--- src/rtl/sound_arbiter.sv ---
// Fixed-priority arbiter sharing one Sound engine among note sources.
// Grants one note at a time, sequences start/abort, watchdog and inter-note gap.
`timescale 1ns/1ps
module sound_arbiter #(
    parameter int unsigned NUM_REQ     = 3,
    parameter int unsigned OWN_W       = 2,
    parameter int unsigned OCT_W       = 3,
    parameter int unsigned NOTE_W      = 4,
    parameter int unsigned LEN_W       = 3,
    parameter int unsigned GAP_CYC     = 2_000_000,
    parameter int unsigned TIMEOUT_CYC = 400_000_000,
    parameter int unsigned PREEMPT     = 1
) (
    input  logic                        clk,
    input  logic                        rst,
    input  logic [NUM_REQ-1:0]          req,
    input  logic [NUM_REQ*OCT_W-1:0]    req_octave,
    input  logic [NUM_REQ*NOTE_W-1:0]   req_note,
    input  logic [NUM_REQ*LEN_W-1:0]    req_length,
    input  logic                        snd_over,
    input  logic                        clr_err,
    output logic [NUM_REQ-1:0]          gnt,
    output logic                        snd_start,
    output logic                        snd_abort,
    output logic [OCT_W-1:0]            snd_octave,
    output logic [NOTE_W-1:0]           snd_note,
    output logic [LEN_W-1:0]            snd_length,
    output logic [OWN_W-1:0]            owner,
    output logic                        busy,
    output logic                        timeout_err
);

    localparam int unsigned WD_W  = $clog2(TIMEOUT_CYC + 1);
    localparam int unsigned GAP_W = $clog2(GAP_CYC + 1);

    typedef enum logic [1:0] {S_IDLE, S_START, S_PLAY, S_GAP} state_t;

    state_t             state, state_nx;
    logic [WD_W-1:0]    wd_cnt, wd_nx;
    logic [GAP_W-1:0]   gap_cnt, gap_nx;
    logic [NUM_REQ-1:0] gnt_nx;
    logic               snd_start_nx, snd_abort_nx, busy_nx, timeout_err_nx;
    logic [OCT_W-1:0]   snd_octave_nx;
    logic [NOTE_W-1:0]  snd_note_nx;
    logic [LEN_W-1:0]   snd_length_nx;
    logic [OWN_W-1:0]   owner_nx;

    logic [OWN_W-1:0]   win;
    logic               any_req, preempt_hit, wd_expire, gap_done;

    // Lowest set index wins.
    function automatic logic [OWN_W-1:0] lowest_req(input logic [NUM_REQ-1:0] r);
        lowest_req = '0;
        for (int i = int'(NUM_REQ) - 1; i >= 0; i--) begin
            if (r[i]) lowest_req = OWN_W'(i);
        end
    endfunction

    assign win         = lowest_req(req);
    assign any_req     = |req;
    assign preempt_hit = (PREEMPT != 0) && req[0] && (owner != '0);
    assign wd_expire   = (wd_cnt == WD_W'(TIMEOUT_CYC - 1));
    assign gap_done    = (gap_cnt == GAP_W'(GAP_CYC - 1));

    // State, counters and registered outputs.
    always_ff @(posedge clk or posedge rst) begin
        if (rst) begin
            state       <= S_IDLE;
            wd_cnt      <= '0;
            gap_cnt     <= '0;
            gnt         <= '0;
            snd_start   <= 1'b0;
            snd_abort   <= 1'b0;
            snd_octave  <= '0;
            snd_note    <= '0;
            snd_length  <= '0;
            owner       <= '0;
            busy        <= 1'b0;
            timeout_err <= 1'b0;
        end else begin
            state       <= state_nx;
            wd_cnt      <= wd_nx;
            gap_cnt     <= gap_nx;
            gnt         <= gnt_nx;
            snd_start   <= snd_start_nx;
            snd_abort   <= snd_abort_nx;
            snd_octave  <= snd_octave_nx;
            snd_note    <= snd_note_nx;
            snd_length  <= snd_length_nx;
            owner       <= owner_nx;
            busy        <= busy_nx;
            timeout_err <= timeout_err_nx;
        end
    end

    // Next state; note completion outranks preemption, which outranks the watchdog.
    always_comb begin
        state_nx = state;
        case (state)
            S_IDLE:  if (any_req) state_nx = S_START;
            S_START: state_nx = S_PLAY;
            S_PLAY:  if (snd_over || preempt_hit || wd_expire) state_nx = S_GAP;
            S_GAP:   if (gap_done) state_nx = S_IDLE;
            default: state_nx = S_IDLE;
        endcase
    end

    // Next values of counters and outputs.
    always_comb begin
        wd_nx          = wd_cnt;
        gap_nx         = gap_cnt;
        gnt_nx         = '0;
        snd_start_nx   = 1'b0;
        snd_abort_nx   = 1'b0;
        snd_octave_nx  = snd_octave;
        snd_note_nx    = snd_note;
        snd_length_nx  = snd_length;
        owner_nx       = owner;
        timeout_err_nx = timeout_err;
        if (clr_err) timeout_err_nx = 1'b0;
        case (state)
            S_IDLE: begin
                if (any_req) begin
                    gnt_nx        = NUM_REQ'(1) << win;
                    owner_nx      = win;
                    snd_octave_nx = req_octave[win*OCT_W +: OCT_W];
                    snd_note_nx   = req_note[win*NOTE_W +: NOTE_W];
                    snd_length_nx = req_length[win*LEN_W +: LEN_W];
                end
            end
            S_START: begin
                snd_start_nx = 1'b1;
                wd_nx        = '0;
            end
            S_PLAY: begin
                wd_nx = wd_cnt + WD_W'(1);
                if (snd_over) begin
                    gap_nx = '0;
                end else if (preempt_hit) begin
                    snd_abort_nx = 1'b1;
                    gap_nx       = '0;
                end else if (wd_expire) begin
                    snd_abort_nx   = 1'b1;
                    timeout_err_nx = 1'b1;
                    gap_nx         = '0;
                end
            end
            S_GAP: begin
                gap_nx = gap_cnt + GAP_W'(1);
            end
            default: ;
        endcase
        busy_nx = (state_nx != S_IDLE);
    end

endmodule
--- config.mk ---
export PLATFORM = sky130hd
export DESIGN_NAME = sound_arbiter
export DESIGN_NICKNAME = d
export VERILOG_FILES = /design/src/rtl/sound_arbiter.sv
export SDC_FILE = /design/constraint.sdc
export NUM_CORES = 1
export LEC_CHECK = 0
export ABC_CLOCK_PERIOD_IN_PS = 6900
export CAP_MARGIN = 25
export CELL_PAD_IN_SITES_DETAIL_PLACEMENT = 1
export CELL_PAD_IN_SITES_GLOBAL_PLACEMENT = 2
export CORE_AREA = 4 4 108 110
export DETAILED_ROUTE_END_ITERATION = 12
export DIE_AREA = 0 0 112 114
export PLACE_DENSITY_LB_ADDON = 0.1
export SLEW_MARGIN = 20
export SYNTH_ARGS = -nofsm -noshare
export SYNTH_HDL_FRONTEND = slang
export SYNTH_SLANG_ARGS = --single-unit
--- constraint.sdc ---
create_clock -name clk -period 6.9 [get_ports clk]
set_input_delay 1.035 -clock clk [delete_from_list [all_inputs] [get_ports clk]]
set_output_delay 1.035 -clock clk [all_outputs]
set_load 0.03 [all_outputs]
==> summary.txt <==
Outcome
  • Status: finished, final reports clean

Timing
  • Relative slew margins: 50.2%
  • Setup TNS: 0 ns
  • Post-route worst setup slack: 3.85 ns
  • Final setup viols: 0
  • Hold violation count in the final report: 0
  • Setup clock skew after layout: between 0.01 and 0.015 ns
  • Final period util: 44.2%
  • Achievable clock frequency: 328 MHz
  • Final min period: 3.05 ns
  • Transition time at the pin with the least slew margin: 0.746 ns
  • RSZ-0062 raised after global routing: false
  • Count of pins over their slew limit: 0

GRT
  • Total global routing track utilization: 17.4%
  • Met2 global-route usage: roughly 27%
  • Number of global-route vias before repair: around 3500
  • Global routing usage on met3: 5.04%
  • Total grt overflow: 0
  • First-pass GRT wire length: about 18000 µm
  • Met1 Resource Use GR: 22.8%
  • Maximum number of pins on one net before global-route repair: slightly above 70
  • Antenna violations before repair: 0
  • Gr busiest metal: met2

Clock tree
  • Maximum root-to-sink buffer count: 2
  • Number of buffers added by the clock tree synthesis step: 9
  • CTS clk-pin slew, worst paths: 0.08 ns
  • Total clock sinks: 71
  • Clk root buf: clkbuf_8
  • Post-CTS repair timing setup buffer count: 0
  • Clock tree from TritonCTS: done
  • Number of levels the H-tree was split into: 3
  • Clk_lat worst skew: 0.37 ns
  • PostCTS Resize Cnt: 0
  • Hold buffers post-CTS: 0

Power and ir drop
  • Internal Dissipation: 928 µW
  • Combinational Power Share: 38.0%
  • Highest ir drop seen on vdd: 0.146 mV
  • NetSw: approximately 630 µW
  • Ratio of total power to cell area: roughly 330 nW/µm²
  • Sequential group share of total power: approximately 37%
  • Switching power share of the total: between 40 and 50%
  • Leakage power figure: around 1.8 nW
  • Share of total power in the clock network: ~25%

Layout
  • Fin area: 4730 µm²
  • Final Instance Count excl. Fillers: 612
  • Number of filler instances in the final layout: 1253
  • Diodes inserted: 0
  • Total number of nets in the final design: 510
  • Share of cells above drive strength 1: under 10%
  • Area delta synth->final: 24.4%

Synthesis
  • Gate count of the mapped netlist: 417
  • Top flip-flop cell by instance count after synthesis: dfrtp_1
  • Register area share after synthesis: 46.7%
  • Synthesized area divided by synthesized cell count: 9.12 µm²
  • Synthesis-stage register bit count: 71
  • Total standard cell area after synthesis: 3800 µm²
  • EDFF count, synth: 0
  • Count of unique library cells instantiated by Yosys: 49
  • Net count of the mapped netlist: 460
  • Post-synthesis async set-or-reset flop share: 100%
  • Synth Warn #: 0

Floorplanning
  • Core Rows: 38
  • Initial standard-cell utilization of the core: 35.5%
  • Chip width: 112 µm
  • I/O pin count: 56
  • Die footprint: 12800 µm²
  • Core footprint: 10700 µm²
  • Vert. Die Dim: about 110 µm

Placement
  • Worst setup slack after placement: 3.45 ns
  • Hpwl dp: a little over 7000 µm
  • Final estimated routing congestion in global placement: 0.756
  • Count of input and output buffers: 55
  • Area post-placement: 4470 µm²
  • Placed cell count: about 590

Critical path
  • Launch point of the critical path: req[0]
  • Startpoint-to-endpoint class of the critical path: input port to register
  • Kind of start point of the critical path: input port
  • Cell breakdown of the critical path: clkdlybuf4s50_1 -> o21ai_0 -> nand3b_1 -> a21oi_2 -> buf_4 -> or4_1 -> a21oi_1
  • Reg-to-Reg Start: state[0]
  • Worst endpoint required time: 7.19 ns
  • Data arrival time at the worst-slack endpoint: 3.34 ns
  • Setup slack, reg-to-reg: 4.09 ns
  • Critical Path End Type: register
  • Slowest Stage Delay on Critical Path: between 0.8 and 0.9 ns
  • Critical path destination: gap_cnt[19]
  • Standard cell with the maximum stage delay on the critical path: clkdlybuf4s50_1
  • Cell depth of the worst flop-to-flop path: 7
  • Worst reg2reg path endpoint: gap_cnt[19]
  • Maximum net fanout on the critical path: 36

Drt
  • Post-detailed-route wirelength per cell: 17.1 µm
  • Vias per inst: 5.45
  • First DRT Iteration DRCs: 88
  • Total via count in the routed design: 3335
  • Detailed-route DRC error count: 0
  • Final routed wirelength across all metal layers: ~10000 µm
  • Final ANT Viol Nets: 0
  • Iteration count of the initial detailed-routing pass: 4

Flow run
  • Max Cap Viol: 0

Worst hold path
  • Worst Hold Class: register to register
## cell usage after synthesis, drive strengths merged, types with 2 or more instances
| cell | number | share of area, % |
|---|---|---|
| nor2b | 4 | 0.66 |
| xnor2 | 13 | 3.0 |
| and2 | 4 | 0.66 |
| nand3b | 4 | 0.79 |
| inv | 13 | 1.3 |
| or4 | 5 | 1.1 |
| nand3 | 19 | 2.6 |
| mux2i | 3 | 0.79 |
| or3 | 15 | 2.5 |
| nor4 | 7 | 1.2 |
| and3 | 3 | 0.49 |
| nor4b | 6 | 1.4 |
| clkbuf | 19 | 1.9 |
| ha | 6 | 2.0 |
| nor3 | 9 | 1.2 |
| and4 | 9 | 2.1 |
| dfrtp | 71 | 47 |
| a21o | 6 | 1.2 |
| nand2 | 31 | 3.1 |
| nor2 | 41 | 4.2 |
| buf | 3 | 0.63 |
| a21oi | 30 | 3.9 |
| nand2b | 4 | 0.66 |
| o31ai | 14 | 2.8 |
| xor2 | 4 | 0.92 |
| o21ai | 36 | 4.7 |
| or2 | 4 | 0.66 |
| a22oi | 10 | 2.0 |
| or4b | 2 | 0.53 |
| nand4 | 8 | 1.3 |
| o2bb2ai | 2 | 0.46 |
## sequential cells by signal, indices dropped and copies added (netlist names), 2 cells and up
name,cells
gap_cnt,21
owner,2
snd_length,3
snd_note,4
snd_octave,3
gnt,3
state,2
wd_cnt,29
## critical path, delay by kind of cell
family                 cells  cell delay (ns)
buffers and inverters      2             1.05
and+or+nand+nor            2             0.73
AOI/OAI and AO/OA          3             0.51
## metal layers
metal | wire [µm] | share of wire, %
met2 | 4700 | 45
met5 | 0 | 0
met4 | 194 | 1.9
met1 | 5020 | 48
met3 | 531 | 5.1
## final cells by class
type                       count  area, µm²  share of cell area, %
clock buffer                   9        124                   2.62
clock inverter                 7       97.6                   2.06
inverter                      13       48.8                   1.03
timing repair buffer          61        616                   13.0
sequential                    71       1780                   37.6
multi-input combinational    311       1890                   40.0
tap                          140        175                   3.70
## through the flow
| step | util (%) | power [mW] | hold WS (ns) |
|---|---|---|---|
| after floorplan | - | 0.949 | 0.472 |
| after global placement | 41.7 | 1.15 | 0.461 |
| after detailed placement | 41.7 | 1.16 | 0.470 |
| after CTS | 43.8 | 1.55 | 0.487 |
| after global routing | 44.2 | 1.67 | 0.514 |
| final | 44.2 | 1.56 | 0.482 |
## power groups by stage
stage / clock [mW] / sequential, mW / combinational [mW]
5_1_grt: 0.415 / 0.595 / 0.659
2_1_floorplan: 0 / 0.635 / 0.314
3_5_place_dp: 0 / 0.586 / 0.579
6_report: 0.386 / 0.579 / 0.590
3_3_place_gp: 0 / 0.584 / 0.562
4_1_cts: 0.396 / 0.580 / 0.579
## cell usage in the layout (no fill, tap or decap), drive strengths merged, types with 5 or more instances in the layout
cell,netlist,final
nor2,41,41
a21o,6,6
xnor2,13,13
nand2,31,31
ha,6,6
nor4,7,7
o21ai,36,36
clkbuf,19,9
buf,3,6
nor4b,6,6
or3,15,15
o31ai,14,14
dfrtp,71,71
a21oi,30,30
clkdlybuf4s50,0,55
nand3,19,19
nand4,8,8
and4,9,9
nor3,9,9
a22oi,10,10
inv,13,13
or4,5,5
## cells by family after synthesis
| kind of cell | Yosys count | synth area share, % |
|---|---|---|
| multiplexers | 4 | 1.09 |
| AND/OR/NAND/NOR | 177 | 25.6 |
| adder cells (fa/ha/maj) | 6 | 1.97 |
| flip-flops | 71 | 46.7 |
| AO/OA/AOI/OAI | 107 | 16.9 |
| buffers and inverters | 35 | 3.79 |
| XOR/XNOR | 17 | 3.92 |
## worst min-delay path by stage
stage                         end  slack, ns  depth (start not counted)          start
finish              snd_octave[0]       0.48                          2  snd_octave[0]
global route        snd_octave[0]       0.51                          2  snd_octave[0]
CTS                 snd_octave[0]       0.49                          2  snd_octave[0]
detailed placement  snd_octave[0]       0.47                          2  snd_octave[0]
global placement    snd_octave[0]       0.46                          2  snd_octave[0]
floorplan               wd_cnt[0]       0.47                          1      wd_cnt[0]
(Power assumes the default switching activity.)
